[src/rtl/sm_regdump.sv]
// sm_regdump
//   Debug-side register dumper. A start pulse walks the CPU debug address
//   port from FIRST_REG to LAST_REG, captures each 32-bit word and sends it
//   out on an 8N1 UART line, most significant byte first.
//
//   Optional build macro: SM_REGDUMP_HEX_EN
//     defined   -> each word goes out as 8 upper-case ASCII hex digits + CR LF
//     undefined -> each word goes out as 4 raw binary bytes
//
// Ports
//   clk      in   system clock, rising edge
//   rst_n    in   asynchronous reset, active low
//   start    in   one-cycle dump request (accepted only when idle)
//   regAddr  out  debug register address to the CPU (registered)
//   regData  in   debug register data from the CPU
//   uart_tx  out  serial output, idles high
//   busy     out  high while a dump is in progress
//   done     out  one-cycle pulse after the last stop bit
//
// state     | meaning
// S_IDLE    | line idle, waiting for start
// S_SETADDR | regAddr presented, CPU read path settling
// S_CAPTURE | regData latched into the shift word
// S_SEND    | serialising the bytes of the current word
// S_FIN     | done pulse, then back to idle
module sm_regdump #(
    parameter int CLK_DIV   = 434,
    parameter int FIRST_REG = 0,
    parameter int LAST_REG  = 31
) (
    input  logic        clk,
    input  logic        rst_n,
    input  logic        start,
    output logic [4:0]  regAddr,
    input  logic [31:0] regData,
    output logic        uart_tx,
    output logic        busy,
    output logic        done
);

    localparam int BAUD_W = (CLK_DIV > 1) ? $clog2(CLK_DIV) : 1;
    localparam logic [BAUD_W-1:0] BAUD_LAST = BAUD_W'(CLK_DIV - 1);

`ifdef SM_REGDUMP_HEX_EN
    localparam int BYTE_W = 4;
    localparam logic [BYTE_W-1:0] BYTE_LAST = 4'd9;
    localparam int SHIFT = 4;
`else
    localparam int BYTE_W = 2;
    localparam logic [BYTE_W-1:0] BYTE_LAST = 2'd3;
    localparam int SHIFT = 8;
`endif

    typedef enum logic [2:0] {
        S_IDLE,
        S_SETADDR,
        S_CAPTURE,
        S_SEND,
        S_FIN
    } state_t;

    state_t            state_q, state_d;
    logic [4:0]        addr_q, addr_d;
    logic [31:0]       word_q, word_d;
    logic [BAUD_W-1:0] baud_q, baud_d;
    logic [3:0]        bit_q, bit_d;
    logic [BYTE_W-1:0] byte_q, byte_d;
    logic [7:0]        cur_byte;
    logic              tx_bit;

    always_ff @(posedge clk or negedge rst_n) begin
        if (!rst_n) begin
            state_q <= S_IDLE;
            addr_q  <= '0;
            word_q  <= '0;
            baud_q  <= '0;
            bit_q   <= '0;
            byte_q  <= '0;
        end else begin
            state_q <= state_d;
            addr_q  <= addr_d;
            word_q  <= word_d;
            baud_q  <= baud_d;
            bit_q   <= bit_d;
            byte_q  <= byte_d;
        end
    end

`ifdef SM_REGDUMP_HEX_EN
    function automatic logic [7:0] hex_ascii(input logic [3:0] nib);
        if (nib < 4'd10) begin
            return 8'h30 + {4'h0, nib};
        end
        return 8'h37 + {4'h0, nib};
    endfunction

    // The word shifts left one nibble per digit, so the digit to send is
    // always the top nibble; the last two byte slots carry CR and LF.
    always_comb begin
        cur_byte = hex_ascii(word_q[31:28]);
        if (byte_q == 4'd8) begin
            cur_byte = 8'h0D;
        end else if (byte_q == 4'd9) begin
            cur_byte = 8'h0A;
        end
    end
`else
    assign cur_byte = word_q[31:24];
`endif

    // Frame position 0 is the start bit, 1..8 the data bits LSB first, 9 the stop bit.
    always_comb begin
        tx_bit = 1'b1;
        if (bit_q == 4'd0) begin
            tx_bit = 1'b0;
        end else if (bit_q <= 4'd8) begin
            tx_bit = cur_byte[3'(bit_q - 4'd1)];
        end
    end

    always_comb begin
        state_d = state_q;
        addr_d  = addr_q;
        word_d  = word_q;
        baud_d  = baud_q;
        bit_d   = bit_q;
        byte_d  = byte_q;
        case (state_q)
            S_IDLE: begin
                if (start) begin
                    addr_d  = 5'(FIRST_REG);
                    state_d = S_SETADDR;
                end
            end
            S_SETADDR: begin
                state_d = S_CAPTURE;
            end
            S_CAPTURE: begin
                word_d  = regData;
                baud_d  = '0;
                bit_d   = '0;
                byte_d  = '0;
                state_d = S_SEND;
            end
            S_SEND: begin
                if (baud_q == BAUD_LAST) begin
                    baud_d = '0;
                    if (bit_q == 4'd9) begin
                        bit_d  = '0;
                        word_d = word_q << SHIFT;
                        if (byte_q == BYTE_LAST) begin
                            if (addr_q == 5'(LAST_REG)) begin
                                state_d = S_FIN;
                            end else begin
                                addr_d  = addr_q + 5'd1;
                                state_d = S_SETADDR;
                            end
                        end else begin
                            byte_d = byte_q + BYTE_W'(1);
                        end
                    end else begin
                        bit_d = bit_q + 4'd1;
                    end
                end else begin
                    baud_d = baud_q + BAUD_W'(1);
                end
            end
            S_FIN: begin
                state_d = S_IDLE;
            end
            default: begin
                state_d = S_IDLE;
            end
        endcase
    end

    // Outputs decode straight from registers so reset forces the line high at once.
    assign regAddr = addr_q;
    assign uart_tx = (state_q == S_SEND) ? tx_bit : 1'b1;
    assign busy    = (state_q == S_SETADDR) || (state_q == S_CAPTURE) || (state_q == S_SEND);
    assign done    = (state_q == S_FIN);

endmodule

[config.mk]
export PLATFORM = sky130hd
export DESIGN_NAME = sm_regdump
export DESIGN_NICKNAME = d
export VERILOG_FILES = /design/src/rtl/sm_regdump.sv
export SDC_FILE = /design/constraint.sdc
export NUM_CORES = 1
export LEC_CHECK = 0
export BUFFER_PORTS_ARGS = -buffer_cell sky130_fd_sc_hd__buf_2
export CAP_MARGIN = 0
export CORE_MARGIN = 1.5
export CORE_UTILIZATION = 61
export CTS_CLUSTER_SIZE = 16
export DETAILED_ROUTE_END_ITERATION = 12
export HOLD_SLACK_MARGIN = 0.08
export PLACE_DENSITY = 0.89
export SYNTH_ARGS = -nofsm -noshare
export SYNTH_HDL_FRONTEND = slang
export SYNTH_SLANG_ARGS = --single-unit
[constraint.sdc]
create_clock -name clk -period 5.19 [get_ports clk]
set_clock_uncertainty 0.2 [all_clocks]
set_input_delay 1.038 -clock clk [delete_from_list [all_inputs] [get_ports clk]]
set_output_delay 1.038 -clock clk [all_outputs]
set_load 0.005 [all_outputs]
==> impl.org <==
** Floorplan
- For this configuration, the core starts out at a cell density of 65.0%.
- The floorplan step defined a die boundary enclosing 0.00516 mm^2.
- Area inside the core boundary :: 0.00444 mm^2
- 43 I/O pins were placed.
- Measured along the x axis, the die boundary spans 71.8 um.
- Row generation in the floorplan step produced 24 rows.
- The die is 71.8 um tall.

** Setup path
- Cell family with most CP delay :: adder cells
- Slowest cell on crit path :: dfrtp_1
- Data on the critical path is required at its endpoint by 3.95 ns.
- Endpoint class of the critical path :: output pin
- Number of buffer and inverter instances along the worst setup path :: 2
- Largest incremental delay on the critical path :: 0.50 ns
- By startpoint and endpoint, the worst setup path is classified as reg -> out.
- Along the worst path, the maximum fanout reaches 8.
- STA puts the critical path data arrival time at 2.28 ns.
- STA classifies the critical path startpoint as a flip-flop.
- Critical path cell sequence :: inv_1 > ha_1 > mux4_2 > maj3_1 > o22ai_1 > nand2_1 > buf_2

** STA
- Dividing the final minimum period by the clock period gives 67.8%.
- The count of final hold-check violations came to 0.
- Adding up every negative setup slack in the final design gives 0 ns.
- Setup violations remaining at the end of the flow were counted as 0.
- Measured against its own limit, the worst slew margin works out to 37.0%.
- Worst-margin pin slew :: 0.945 ns
- Post-route minimum period :: 3.52 ns
- Peak Freq :: 0.284 GHz
- Setup repair after global routing left no endpoint under its margin.
- The number of max-slew violations in the final report is 0.

** Power and ir drop
- For this design the static power due to leakage is 1.66 nW.
- Power spread over the standard cell area amounts to 480 mW/mm^2.
- Internal power comes to 995 uW.
- Sequential cells account for 47.3% of the total power.
- In this run switching power makes up 34.9% of total power.
- In this run, the clock network consumes 18.4% of the power.
- Total power for the finished layout comes to 1.53 mW.
- For this design the total switching power over the nets is 534 uW.
- Largest voltage drop on the vdd net :: 0.259 mV
- In this run, the combinational gates consume 34.3% of the power.

** Synthesis
- Top FF cell, synth :: dfrtp_1
- Counting flops and latches in the post-synthesis netlist gives 55.
- Synthesis instantiated 42 different standard cells from the library.
- Gate Count Post-Synth :: 276
- Of the synthesized area, sequential elements account for 47.6%.
- Share of flip-flops with an asynchronous set or reset :: 100%
- Yosys mapped a number of flops with a built-in enable equal to 0.
- Synthesized cell area :: 0.00289 mm^2
- Count of synthesis-stage warnings from yosys :: 0
- Post-Syn Nets :: 320
- The average instance in the mapped netlist occupies 10.5 um^2.

** Clock network
- The tree built by TritonCTS fans out to 55 sinks.
- Clock latency on the worst-skew pair, taken at its later pin, is 0.30 ns.
- The root buffer cell chosen for the clock tree is clkbuf_8.
- TritonCTS created 5 clock buffers.
- Clock tree from TritonCTS :: built
- Clock H-tree levels :: 2
- Once the clock tree was built, the resizer swapped 0 gates to a different size.
- After clock tree synthesis, the clock-pin slew on the worst setup and hold paths is 0.10 ns.
- Hold repair after CTS inserted 0 buffers.
- The clock passes through at most 2 buffers.
- In this run the post-CTS setup repair buffer count came out at 0.

** Drt
- Number of iterations in the first detailed-routing pass :: 4
- Number of nets with antenna violations after routing :: 0
- DRC marker count from the first detailed-route iteration :: 182
- Final routed wire length divided by cell count :: 14.6 um
- Via count :: 2087
- Total Wirelength :: 5.30 mm
- Dividing the detail-routed via count by the number of cells gives 5.73.
- In the routed design, unresolved DRC markers number 0.

** Job
- Max-Cap Viols :: 0

** Run status
- The run finished with clean final reports.

** Placement
- During placement, the flow inserted port buffers numbering 42.
- Detailed placement finished with a half-perimeter wire length of 3.67 mm.
- Last weighted congestion value of the routability-driven placer :: 0.798

** Global route
- In the global route stage, overall resource usage came out at 23.0%.
- Summed over all layers, the global routing overflow is 0.
- The first global-routing pass estimated 9.36 mm of wire.
- Largest net degree at the start of global routing :: 57
- The number of global-route vias before repair is 2079.
- Initial antenna violation count :: 0

** Cells and area
- Most common cell after layout, fill and taps aside :: dfrtp_1
- Fraction of final layout cells with drive strength greater than 1 :: 20.5%
- Commonest non-fill, non-tap cells in the layout :: dfrtp_1, buf_2, nand2_1
- Total number of nets in the final design :: 355
- Number of antenna cells inserted :: 0
- Layout overhead on the synthesized area :: 10.3%

** Worst hold path
- The path class of the tightest hold or removal check is reg -> reg.
==> worst paths after layout <==
path / depth (start not counted) / to / slack, ns / start
worst max-delay path: 7 / uart_tx / 1.67 / bit_q[0]$_DFFE_PN0P_
worst min-delay path: 2 / word_q[18]$_DFFE_PN0P_ / 0.29 / word_q[18]$_DFFE_PN0P_
worst max register to register: 4 / state_q[0]$_DFFE_PN0P_ / 2.49 / state_q[0]$_DFFE_PN0P_
worst min register to register: 2 / word_q[18]$_DFFE_PN0P_ / 0.29 / word_q[18]$_DFFE_PN0P_
max in group asynchronous: 2 / regAddr[0]$_DFFE_PN0P_ / 3.70 / rst_n
min in group asynchronous: 2 / word_q[18]$_DFFE_PN0P_ / 0.65 / rst_n
==> synth_stat cells, types with 2 or more instances <==
master,count,share of area [%]
nor3_1,4,0.69
o21ai_0,36,6.2
and2_1,2,0.43
o21ai_1,7,1.2
buf_4,3,0.78
nor3b_1,2,0.52
buf_6,3,1.2
ha_1,9,3.9
a21o_1,4,1.0
o22ai_1,2,0.43
dfrtp_1,55,48
nand2_2,2,0.43
mux2i_1,25,8.7
nor2_1,10,1.3
a22o_1,11,3.3
nand2_1,39,5.1
xor2_1,2,0.61
buf_2,8,1.4
nand2b_1,2,0.43
o21ai_4,2,1.1
nand4_1,2,0.43
nand3_1,8,1.4
nand3b_1,2,0.52
and3_1,7,1.5
o31ai_1,3,0.78
nor2b_1,4,0.87
a21oi_1,2,0.35
inv_1,6,0.78
==> flip-flops by register name, summed over array words and instances (netlist names) <==
name	cells
baud_q	9
bit_q	4
byte_q	2
regAddr	5
state_q	3
word_q	32
==> worst register-to-register path, stage by stage, from the launching register on <==
cell and delay, ns:
dfrtp_1 0.67, and3b_2 0.93, o21ai_4 0.29, and3_1 0.30, a22o_1 0.21
==> through the flow <==
| step | cell area (um^2) | utilization [%] | instances | hold WS [ns] | worst slack (ns) |
|---|---|---|---|---|---|
| after floorplan | 2890 | - | 276 | 0.242 | 2.28 |
| after global placement | 3070 | 69.1 | 356 | 0.261 | 2.08 |
| after detailed placement | 3070 | 69.1 | 356 | 0.269 | 1.99 |
| after CTS | 3190 | 71.7 | 364 | 0.291 | 1.64 |
| after global routing | 3190 | 71.7 | 364 | 0.310 | 1.50 |
| final | 3190 | 71.7 | 364 | 0.289 | 1.67 |
==> power groups by stage <==
stage               Combinational [mW]  Clock (mW)  Sequential, mW
detailed placement               0.524           0           0.731
global placement                 0.494           0           0.717
CTS                              0.530       0.288           0.723
finish                           0.524       0.281           0.724
floorplan                        0.430           0           0.688
global route                     0.596       0.302           0.746
==> cells by family after synthesis <==
kind of cell / after synthesis / share of synthesized area, %
XOR/XNOR: 2 / 0.606
flip-flops: 55 / 47.6
AND/OR/NAND/NOR: 89 / 16.6
AO/OA/AOI/OAI: 72 / 16.3
adder cells (fa/ha/maj): 10 / 4.24
buffers and inverters: 21 / 4.24
multiplexers: 27 / 10.4
==> metal layers <==
metal  wire [um]  up-vias  global-route usage [%]
met5           0        -                       0
met4          64        0                    7.13
met3         179        7                    4.64
met2        2510       43                    35.9
met1        2550      979                    32.7
li1            -     1058                       -
==> area by class of cell <==
cell class	instances	area, um^2
Multi-Input combinational cell	200	1390
Sequential cell	55	1380
Fill cell	328	1260
Timing Repair Buffer	43	218
Clock buffer	5	68.8
Tap cell	52	65.1
Clock inverter	3	43.8
Inverter	6	22.5
Power figures use the tool's default switching activity.
